--- config.mk ---
export PLATFORM = sky130hd
export DESIGN_NAME = fifo_wr_arb
export DESIGN_NICKNAME = d
export VERILOG_FILES = /design/src/rtl/fifo_wr_arb.sv
export SDC_FILE = /design/constraint.sdc
export NUM_CORES = 1
export LEC_CHECK = 0
export CELL_PAD_IN_SITES_DETAIL_PLACEMENT = 2
export CELL_PAD_IN_SITES_GLOBAL_PLACEMENT = 2
export CORE_ASPECT_RATIO = 2
export CORE_MARGIN = 4
export CORE_UTILIZATION = 34
export CTS_CLUSTER_SIZE = 8
export DETAILED_ROUTE_END_ITERATION = 8
export DONT_BUFFER_PORTS = 1
export GPL_ROUTABILITY_DRIVEN = 0
export GPL_TIMING_DRIVEN = 1
export PLACE_DENSITY_LB_ADDON = 0.25
export SYNTH_ARGS = -nofsm -noshare
export SYNTH_HDL_FRONTEND = slang
export SYNTH_SLANG_ARGS = --single-unit
--- constraint.sdc ---
create_clock -name clk -period 3.3 [get_ports clk]
set_input_delay 0.33 -clock clk [delete_from_list [all_inputs] [get_ports clk]]
set_output_delay 0.33 -clock clk [all_outputs]
set_load 0.02 [all_outputs]
--- src/rtl/fifo_wr_arb.sv ---
// Two-producer round-robin write arbiter and pointer/level controller for a dual-port FIFO RAM.
// Optional stall statistics outputs are enabled with FIFO_WR_ARB_STAT_EN.
module fifo_wr_arb #(
  parameter int FIFO_data_size = 16,
  parameter int FIFO_addr_size = 4,
  parameter int BURST_LEN      = 4
) (
  input  logic                      clk,
  input  logic                      rst,
  input  logic                      req0,
  input  logic [FIFO_data_size-1:0] data0,
  output logic                      ack0,
  input  logic                      req1,
  input  logic [FIFO_data_size-1:0] data1,
  output logic                      ack1,
  input  logic                      rd_req,
  output logic                      rd_ack,
  output logic                      rd_valid,
  output logic                      w_en,
  output logic [FIFO_addr_size-1:0] w_addr,
  output logic [FIFO_data_size-1:0] w_data,
  output logic                      r_en,
  output logic [FIFO_addr_size-1:0] r_addr,
  output logic                      full,
  output logic                      empty,
  output logic [FIFO_addr_size:0]   level,
  output logic [1:0]                grant
`ifdef FIFO_WR_ARB_STAT_EN
  ,
  output logic [15:0]               stall0_cnt,
  output logic [15:0]               stall1_cnt
`endif
);

  localparam int unsigned                 DEPTH      = 1 << FIFO_addr_size;
  localparam logic [FIFO_addr_size:0]     LVL_FULL   = (FIFO_addr_size+1)'(DEPTH);
  localparam logic [FIFO_addr_size:0]     LVL_ONE    = (FIFO_addr_size+1)'(1);
  localparam logic [FIFO_addr_size-1:0]   PTR_ONE    = FIFO_addr_size'(1);
  localparam logic [7:0]                  BURST_LAST = 8'(BURST_LEN - 1);
  localparam logic [7:0]                  BURST_ONE  = 8'd1;

  typedef enum logic [1:0] {IDLE, GNT0, GNT1} state_t;

  state_t                    state_q, state_d;
  logic                      last_owner_q, last_owner_d;
  logic [7:0]                burst_cnt_q, burst_cnt_d;
  logic [FIFO_addr_size-1:0] wr_ptr_q, wr_ptr_d;
  logic [FIFO_addr_size-1:0] rd_ptr_q, rd_ptr_d;
  logic [FIFO_addr_size:0]   level_q, level_d;
  logic                      rd_valid_q, rd_valid_d;

  assign full  = (level_q == LVL_FULL);
  assign empty = (level_q == '0);

  always_comb begin
    state_d      = state_q;
    last_owner_d = last_owner_q;
    burst_cnt_d  = burst_cnt_q;
    ack0         = 1'b0;
    ack1         = 1'b0;
    grant        = '0;
    w_data       = data0;
    unique case (state_q)
      IDLE: begin
        if (req0 && req1)
          state_d = last_owner_q ? GNT0 : GNT1;
        else if (req0)
          state_d = GNT0;
        else if (req1)
          state_d = GNT1;
      end
      GNT0: begin
        grant  = 2'b01;
        w_data = data0;
        ack0   = req0 & ~full;
        // A full stall neither advances the burst nor releases the grant.
        if (!req0 || (ack0 && burst_cnt_q == BURST_LAST)) begin
          state_d      = req1 ? GNT1 : (req0 ? GNT0 : IDLE);
          last_owner_d = 1'b0;
          burst_cnt_d  = '0;
        end else if (ack0) begin
          burst_cnt_d = burst_cnt_q + BURST_ONE;
        end
      end
      GNT1: begin
        grant  = 2'b10;
        w_data = data1;
        ack1   = req1 & ~full;
        if (!req1 || (ack1 && burst_cnt_q == BURST_LAST)) begin
          state_d      = req0 ? GNT0 : (req1 ? GNT1 : IDLE);
          last_owner_d = 1'b1;
          burst_cnt_d  = '0;
        end else if (ack1) begin
          burst_cnt_d = burst_cnt_q + BURST_ONE;
        end
      end
      default: state_d = IDLE;
    endcase
    // Nothing is handshaked while reset is asserted.
    if (rst) begin
      ack0  = 1'b0;
      ack1  = 1'b0;
      grant = '0;
    end
  end

  assign rd_ack   = rd_req & ~empty & ~rst;
  assign w_en     = ack0 | ack1;
  assign r_en     = rd_ack;
  assign w_addr   = wr_ptr_q;
  assign r_addr   = rd_ptr_q;
  assign level    = level_q;
  assign rd_valid = rd_valid_q;

  always_comb begin
    wr_ptr_d   = w_en ? wr_ptr_q + PTR_ONE : wr_ptr_q;
    rd_ptr_d   = r_en ? rd_ptr_q + PTR_ONE : rd_ptr_q;
    rd_valid_d = rd_ack;
    level_d    = level_q;
    unique case ({w_en, r_en})
      2'b10:   level_d = level_q + LVL_ONE;
      2'b01:   level_d = level_q - LVL_ONE;
      default: level_d = level_q;
    endcase
  end

  always_ff @(posedge clk) begin
    if (rst) begin
      state_q      <= IDLE;
      last_owner_q <= 1'b1;
      burst_cnt_q  <= '0;
      wr_ptr_q     <= '0;
      rd_ptr_q     <= '0;
      level_q      <= '0;
      rd_valid_q   <= 1'b0;
    end else begin
      state_q      <= state_d;
      last_owner_q <= last_owner_d;
      burst_cnt_q  <= burst_cnt_d;
      wr_ptr_q     <= wr_ptr_d;
      rd_ptr_q     <= rd_ptr_d;
      level_q      <= level_d;
      rd_valid_q   <= rd_valid_d;
    end
  end

`ifdef FIFO_WR_ARB_STAT_EN
  logic [15:0] stall0_cnt_q, stall0_cnt_d;
  logic [15:0] stall1_cnt_q, stall1_cnt_d;

  always_comb begin
    stall0_cnt_d = stall0_cnt_q;
    stall1_cnt_d = stall1_cnt_q;
    if (state_q == GNT0 && req0 && full && stall0_cnt_q != '1)
      stall0_cnt_d = stall0_cnt_q + 16'd1;
    if (state_q == GNT1 && req1 && full && stall1_cnt_q != '1)
      stall1_cnt_d = stall1_cnt_q + 16'd1;
  end

  always_ff @(posedge clk) begin
    if (rst) begin
      stall0_cnt_q <= '0;
      stall1_cnt_q <= '0;
    end else begin
      stall0_cnt_q <= stall0_cnt_d;
      stall1_cnt_q <= stall1_cnt_d;
    end
  end

  assign stall0_cnt = stall0_cnt_q;
  assign stall1_cnt = stall1_cnt_q;
`endif

endmodule

After elaboration in Yosys (flattened, before gate mapping) --
Index checks and enable logic that the tools add are counted.
Cells by class: bitwise logic cells 8, muxes and demuxes 27, $add $sub $neg 5, eq/ne operators 11, reductions and logical operators 14
Operator list (number):
- 8-bit 2-to-1 mux | 4
- 2-bit 2-to-1 mux | 10
- 16-bit 2-to-1 mux | 1
- 8-bit case mux with 2 select lines | 1
- 5-bit case mux with 2 select lines | 1
- 3-bit AND reduction | 3
- 4-bit by 1-bit adder with 4-bit output, second input constant | 2
- 8-bit by 1-bit adder with 8-bit output, second input constant | 1
- 8-bit by 2-bit == test with 1-bit output, second input constant | 1
- 1-bit 2-to-1 mux | 7
- 3-bit != test, second input constant | 2
- 2-bit case mux with 3 select lines | 1
- 5-bit by 1-bit adder with 5-bit output, second input constant | 1
- 5-bit == test, second input constant | 1
- 5-bit logical NOT | 1
- 5-bit by 1-bit subtractor with 5-bit output, second input constant | 1
- 1-bit AND | 4
- 2-bit by 1-bit == test with 1-bit output, second input constant | 2
- 2-bit == test, second input constant | 2
- 2-bit != test, second input constant | 2
- 4-bit != test, second input constant | 1
- 2-bit case mux with 2 select lines | 1
- 2-bit nonzero test | 2
- 1-bit logical AND | 3
- 6 further kinds | 10
Word-level totals: logic and storage cells 72, bits of input ports 37, bits in registers 25

Logic depth before layout (Yosys ltp) --
Gate-level depths: netlist (run 1).
depth after elaboration 8, gate-level depth with buffers 13, depth with buffers taken out 13

Worst setup path before layout (run 1) --
Ideal clock, no wire load.
path type reg2reg, start point reg level_q[1] (netlist: level[1]), end point reg level_q[4] (netlist: level[4]), path slack 0.070 ns, arrival time 3.110 ns, cell stages (with the launch flop) 11, clock period less this slack 3.230 ns, path buffers 0, library setup time 0.121 ns, cells stage by stage dfxtp_1 > or4_1 > o21a_1 > and2_1 > ha_1 > ha_1 > nor2b_1 > o21ai_0 > a21oi_1 > or3b_2 > mux2_2
On the way: elaborated cells on any way between the ends 19, those cells by class 2 x add/sub; 3 x eq/ne; 5 x mux; 7 x bitwise; 2 x reduce/logical
RTL lines:
- start, declared | RTL line 49 | logic [FIFO_addr_size:0] level_q, level_d;
- start signal, assigned | RTL line 142 | level_q <= level_d;
- 5-bit logical NOT (*) | RTL line 53 | assign empty = (level_q == '0);
- 1-bit NOT (*) | RTL line 107 | assign rd_ack = rd_req & ~empty & ~rst;
- 1-bit AND (*) (2 in series) | RTL line 107
- net r_en | RTL line 22 | output logic r_en,
- 2-bit by 1-bit == test with 1-bit output or 2-bit == test (tied branches) | RTL line 120 | unique case ({w_en, r_en})
- 5-bit case mux with 2 select lines or 2-bit nonzero test (tied branches)
Mark *: on every way through the listed nets, which the timed path passes. The rest lies on a longest branch. A chain may end at the register's enable or synchronous reset.

Final worst setup path (run 1) --
start point reg level_q[1] (netlist: level[1]), end point reg level_q[4] (netlist: level[4])
On the way: longest elaborated chain between the ends 8, elaborated cells on any way between the ends 19, those cells by class 2 x add/sub; 3 x eq/ne; 5 x mux; 7 x bitwise; 2 x reduce/logical
Ends and longest elaborated chain:
- 5-bit == test | RTL line 52 | assign full = (level_q == LVL_FULL);
- 1-bit NOT | RTL line 75, 88
- 1-bit AND, on equally long branches | RTL line 75, 88
- 1-bit 2-to-1 mux | RTL line 63 | unique case (state_q)
- 1-bit 2-to-1 mux | RTL line 100 | if (rst) begin
- 1-bit bitwise OR | RTL line 108 | assign w_en = ack0 | ack1;
- 2-bit by 1-bit == test with 1-bit output or 2-bit == test (tied branches) | RTL line 120
- 5-bit case mux with 2 select lines or 2-bit nonzero test (tied branches)
Several ways; a longest one is shown, not always the timed one.

==> results of run 1 <==
[synth_stat cells, types with 3 or more instances]
cell type / count
xor2_1: 5
nor2_1: 20
o21ai_0: 4
nor2b_1: 6
clkbuf_1: 5
nand3_1: 8
a31oi_1: 3
inv_1: 9
a311o_1: 3
ha_1: 11
and2_1: 3
mux2_2: 17
xnor2_1: 3
nand2_1: 16
dfxtp_1: 25
nor3_1: 4
a21oi_1: 7
mux2i_1: 5
[what timing repair did]
item,CTS,global route
resized for setup,0,2
setup buffers,0,0
setup endpoints to repair,0,1
[cell type report]
| class | instances | area [um^2] | area share, % |
|---|---|---|---|
| clock inverters | 1 | 7.507 | 0.4167 |
| well taps | 55 | 68.82 | 3.819 |
| flip-flops and latches | 25 | 500.5 | 27.78 |
| repair buffers | 11 | 82.58 | 4.583 |
| clock buffers | 3 | 41.29 | 2.292 |
| multi-input cells | 144 | 1064 | 59.03 |
| inverters | 10 | 37.54 | 2.083 |
[routing by layer]
layer	vias to the layer above	global-route usage (%)	routed length [um]
li1	677	-	-
met1	728	15.50	1655
met2	74	35.19	2860
met3	7	4.374	415
met4	0	6.633	89
met5	-	0	0
[critical path, cell delays in order, from the launching register on]
cell and delay (ns):
dfxtp_1 0.33, or4_1 0.58, o21a_1 0.21, and2_1 0.17
ha_1 0.24, ha_1 0.32, nor2b_1 0.16, o21ai_1 0.17
a21oi_1 0.09, or3b_2 0.44, mux2_2 0.29
[stage by stage]
step                setup slack (ns)  cell area [um^2]  cells
floorplan                    0.06975              1633    187
global placement              0.2733              1750    245
detailed placement            0.1111              1750    245
CTS                           0.1004              1799    249
global route                 0.05221              1802    249
finish                        0.1867              1802    249
[power by group]
part	switching [uW]	internal, uW	total, uW	leakage (uW)
combinational	310	190	500	0.000473
clock	113	86.0	199	0.0000217
sequential	41.8	331	373	0.000202
total	465	607	1070	0.000697
[sequential cells by signal (all words and copies together), names as in the netlist]
register,count
burst_cnt_q,8
level,5
r_addr,4
w_addr,4
state_q,2
last_owner_q,1
rd_valid,1
[how the worst min path moves through the flow]
stage                                        endpoint  slack [ns]  depth (start not counted)
final                     burst_cnt_q[1]$_SDFFE_PP0P_        0.10                          1
after global routing      burst_cnt_q[1]$_SDFFE_PP0P_        0.09                          1
after CTS                 burst_cnt_q[1]$_SDFFE_PP0P_        0.09                          1
after detailed placement  burst_cnt_q[1]$_SDFFE_PP0P_        0.41                          1
after global placement    burst_cnt_q[6]$_SDFFE_PP0P_        0.40                          1
after floorplan           burst_cnt_q[1]$_SDFFE_PP0P_        0.45                          2
[kinds of logic after synthesis]
group | share of synthesized area [%]
AOI/OAI and AO/OA | 12.80
xor gates and xnor gates | 4.291
adders and majority gates | 9.655
buffers and inverters | 4.368
DFF | 30.65
muxes | 14.79
and+or+nand+nor | 23.45
==> out/qor.txt, run 1 <==
antenna violations before repair - 0
Cells after Synth - 187
Die ar. - 0.006042 mm^2
Max VDD drop - 0.2840 mV
Final nets - 244
reg-to-reg startpoint - level[1]$_SDFFE_PP0P_
pin count of the biggest net entering global routing - 32
Starting Density - 35.18%
endpoints failing hold - 0
Vias - 1486
Worst Reg-to-Reg Cells - 10
Cell Area, Synth - 0.001633 mm^2
Setup Viol. Count Final - 0
IO Pins - 76
EDFF count, synth - 0
Netlist cell types - 43
Num CTS Buffers - 3
Yosys top cell area share - 30.65%
GRT Resource Usage Total - 17.43%
most frequent cells in the layout - dfxtp_1 (25), nor2_1 (20), mux2_2 (17)
worst setup path endpoint - level[4]$_SDFFE_PP0P_
power after layout - 1072 uW
final WL - 5022 um
Syn. warnings - 0
DR pass1 iterations - 4
Worst Setup Start Kind - register
Min-Delay Path Class - in -> reg
clk buf depth - 2
max-slew violations - 0
routed length per placed instance - 20.17 um
Rows - 35
vias in the first global route - 1735
P per Cell Area - 594.8 mW/mm^2
chip height - 106.0 um
first-pass GRT wire length - 8404 um
top cells by area, synth - dfxtp_1 (31%), mux2_2 (12%), ha_1 (8.4%)
Core ar. - 0.004642 mm^2
CTS root buffer - clkbuf_8
Worst setup EP type - register
Synth Flop Type - dfxtp_1
Arr. time, crit path - 3.29 ns
worst slew pin tran - 0.6771 ns
Area growth syn-to-layout - 10.34%
worst-path fanout max - 4
n_diodes - 0
run status - complete, no violations
reg-to-reg endpoint - level[4]$_SDFFE_PP0P_
Crit Path Class - reg -> reg
fraction of registers with async set/reset - 0%
GRT overflow - 0
Clk pin slew, worst setup/hold paths - 0.10 ns
CTS sink count - 25
DP Wirelength - 4115 um
final worst path period need - 3.113 ns
die width - 57 um
worst hold margin - 0.1003 ns
DRC - 0
setup TNS - 0 ns
# fillers - 528
max_slew headroom - 54.51%
most common cell after layout, fill and taps aside - dfxtp_1
CTS tree - yes
max_cap viols - 0
Hold Buf Count CTS - 0
sequential share of the synthesized area - 30.65%
Synth area leader - dfxtp_1
count of state elements after synthesis - 25
Lkg Pwr - 0.0006970 uW
RSZ-0062 raised after global routing - false
PortBufs - 0
Tcrit/Tclk final - 94.34%
fraction of layout cells with a size suffix above 1 - 20.62%
net count after synthesis - 236
worst path required time - 3.48 ns
Clk Latency, worst-skew pair - 0.28 ns
CTS H-tree depth - 1
fin util - 38.81%
drt via density - 5.968
fmax - 0.3212 GHz
final clock skew - 0.003422 ns
synthesized area per cell - 8.732 um^2
crit path launch - level[1]$_SDFFE_PP0P_
reg2reg setup slack - 0.19 ns
antenna viol nets, final - 0
hold path start - rst
initial DRC count - 29
Power figures use the tool's default switching activity.
==> run 2: changes to the inputs <==
CORE_MARGIN = 2   (was 4)
MAX_ROUTING_LAYER = met4   (was default)
SLEW_MARGIN = 15   (was default)
==> run 2 against run 1 <==
  * Core utilization is 0.32 points higher
  * Via count is 1.0% lower
  * Largest power group unchanged
  * Combinational power rose by 1%
  * Largest cell class unchanged
  * Setup slack got worse by 0.075 ns
  * Fmax shrank 2.4%
  * Register-to-register slack worse by 0.08 ns
  * Sequential share of layout area about the same
  * Wire length increased by 0.14%
  * Hold slack gained 0.012 ns
  * Critical endpoint unchanged
  * Non-clock buffer count unchanged
==> out/qor.txt, run 2 (same netlist as run 1, synthesis figures left out) <==
CTS tree - yes (unchanged)
final setup margin - 0.1112 ns (was 0.1867 ns)
Largest register FFs - 8 (unchanged)
most frequent cells in the layout - dfxtp_1 (25), nor2_1 (20), mux2_2 (17) (unchanged)
Min-Delay Path Class - in -> reg (unchanged)
Vias - 1471 (was 1486)
worst path required time - 3.47 ns (was 3.48 ns)
max-slew violations - 0 (unchanged)
Clk pin slew, worst setup/hold paths - 0.10 ns (about the same)
Worst Setup Start Kind - register (unchanged)
CTS H-tree depth - 1 (unchanged)
initial DRC count - 12 (was 29)
IO Pins - 76 (unchanged)
Tcrit/Tclk final - 96.63% (was 94.34%)
worst hold stages - 1 (unchanged)
max_cap viols - 0 (unchanged)
CTS root buffer - clkbuf_8 (unchanged)
reg-to-reg endpoint - level[4]$_SDFFE_PP0P_ (unchanged)
Starting Density - 35.51% (was 35.18%)
CTS sink count - 25 (unchanged)
Core ar. - 0.004598 mm^2 (was 0.004642 mm^2)
GRT overflow - 0 (unchanged)
DRC - 0 (unchanged)
antenna violations before repair - 0 (unchanged)
max_slew headroom - 53.99% (was 54.51%)
Arr. time, crit path - 3.36 ns (was 3.29 ns)
setup TNS - 0 ns (unchanged)
Worst setup EP type - register (unchanged)
final clock skew - 0.004999 ns (was 0.003422 ns)
fmax - 0.3136 GHz (was 0.3212 GHz)
pre-CTS setup slack - 0.09061 ns (was 0.1111 ns)
Max VDD drop - 0.3136 mV (was 0.2840 mV)
clk buf depth - 2 (unchanged)
reg2reg setup slack - 0.11 ns (was 0.19 ns)
pin count of the biggest net entering global routing - 32 (unchanged)
drt via density - 5.908 (was 5.968)
worst slew pin tran - 0.6848 ns (was 0.6771 ns)
hold path start - rst (unchanged)
RSZ-0062 raised after global routing - false (unchanged)
GRT Resource Usage Total - 20.38% (was 17.43%)
PortBufs - 0 (unchanged)
reg-to-reg startpoint - level[1]$_SDFFE_PP0P_ (unchanged)
final worst path period need - 3.189 ns (was 3.113 ns)
fraction of layout cells with a size suffix above 1 - 20.10% (was 20.62%)
Num CTS Buffers - 3 (unchanged)
post-CTS setup buffer count - 0 (unchanged)
Lkg Pwr - 0.0006984 uW (was 0.0006970 uW)
Final nets - 244 (unchanged)
final WL - 5029 um (was 5022 um)
endpoints failing hold - 0 (unchanged)
Crit Path Class - reg -> reg (unchanged)
DR pass1 iterations - 3 (was 4)
n_diodes - 0 (unchanged)
Clk Latency, worst-skew pair - 0.27 ns (was 0.28 ns)
Worst Reg-to-Reg Cells - 10 (unchanged)
routed length per placed instance - 20.20 um (was 20.17 um)
DP Wirelength - 3966 um (was 4115 um)
Rows - 35 (unchanged)
Area growth syn-to-layout - 10.19% (was 10.34%)
Setup Viol. Count Final - 0 (unchanged)
most common cell after layout, fill and taps aside - dfxtp_1 (unchanged)
P per Cell Area - 596.5 mW/mm^2 (was 594.8 mW/mm^2)
chip height - 102.0 um (was 106.0 um)
die width - 53 um (was 57 um)
run status - complete, no violations (unchanged)
vias in the first global route - 1667 (was 1735)
antenna viol nets, final - 0 (unchanged)
Die ar. - 0.005406 mm^2 (was 0.006042 mm^2)
Largest Register - burst_cnt_q (unchanged)
first-pass GRT wire length - 8114 um (was 8404 um)
worst-case hold path end point - burst_cnt_q[1]$_SDFFE_PP0P_ (unchanged)
worst-path fanout max - 4 (unchanged)
## run 2: layer usage
layer / track usage, % / part of all wire (%) / vias to the layer above
met4: 4.931 / 0.91 / 0
met2: 40.77 / 58 / 51
met3: 1.901 / 4.7 / 5
met1: 19.71 / 36 / 739
met5: - / 0 / -
li1: - / - / 676
## run 2: timing repair
action	in CTS	in global routing
endpoints found under the setup margin	0	1
hold endpoints to repair	0	0
hold buffers	0	0
gates resized for setup	0	1
## run 2: cell type report
cell class	instances	area (um^2)
Clock inverter	1	7.507
Clock buffer	3	41.29
Inverter	10	37.54
Sequential cell	25	500.5
Tap cell	55	68.82
Fill cell	543	2799
Multi-Input combinational cell	144	1061
Timing Repair Buffer	11	82.58
## run 2: through the flow
stage	hold slack, ns	utilization, %	area (um^2)	power [uW]	instances
3_5_place_dp	0.4088	38.07	1750	891.0	245
6_report	0.1118	39.13	1799	1073	249
3_3_place_gp	0.4050	38.07	1750	864.4	245
4_1_cts	0.1073	39.13	1799	1090	249
5_1_grt	0.09793	39.13	1799	1145	249
2_1_floorplan	0.4492	-	1633	770.7	187
## run 2: worst max path at each step
stage | slack, ns | from | endpoint | cells past startpoint
floorplan | 0.07 | level[1]$_SDFFE_PP0P_ | level[4]$_SDFFE_PP0P_ | 10
global placement | 0.28 | level[1]$_SDFFE_PP0P_ | level[4]$_SDFFE_PP0P_ | 10
detailed placement | 0.09 | level[0]$_SDFFE_PP0P_ | level[4]$_SDFFE_PP0P_ | 10
CTS | 0.03 | level[1]$_SDFFE_PP0P_ | level[4]$_SDFFE_PP0P_ | 10
global route | 0.009 | level[0]$_SDFFE_PP0P_ | level[4]$_SDFFE_PP0P_ | 10
finish | 0.11 | level[1]$_SDFFE_PP0P_ | level[4]$_SDFFE_PP0P_ | 10
## run 2: where the power goes
part	total [uW]	switching (uW)	internal (uW)
clock	194	108	85.7
combinational	506	315	191
sequential	374	42.7	331
## run 2: worst max-delay path, stage by stage (launching register included)
cell	delay (ns)
dfxtp_1	0.32
or4_1	0.59
o21a_1	0.22
and2_1	0.19
ha_1	0.26
ha_1	0.35
nor2b_1	0.17
o21ai_1	0.17
a21oi_1	0.09
or3b_2	0.45
mux2_2	0.28
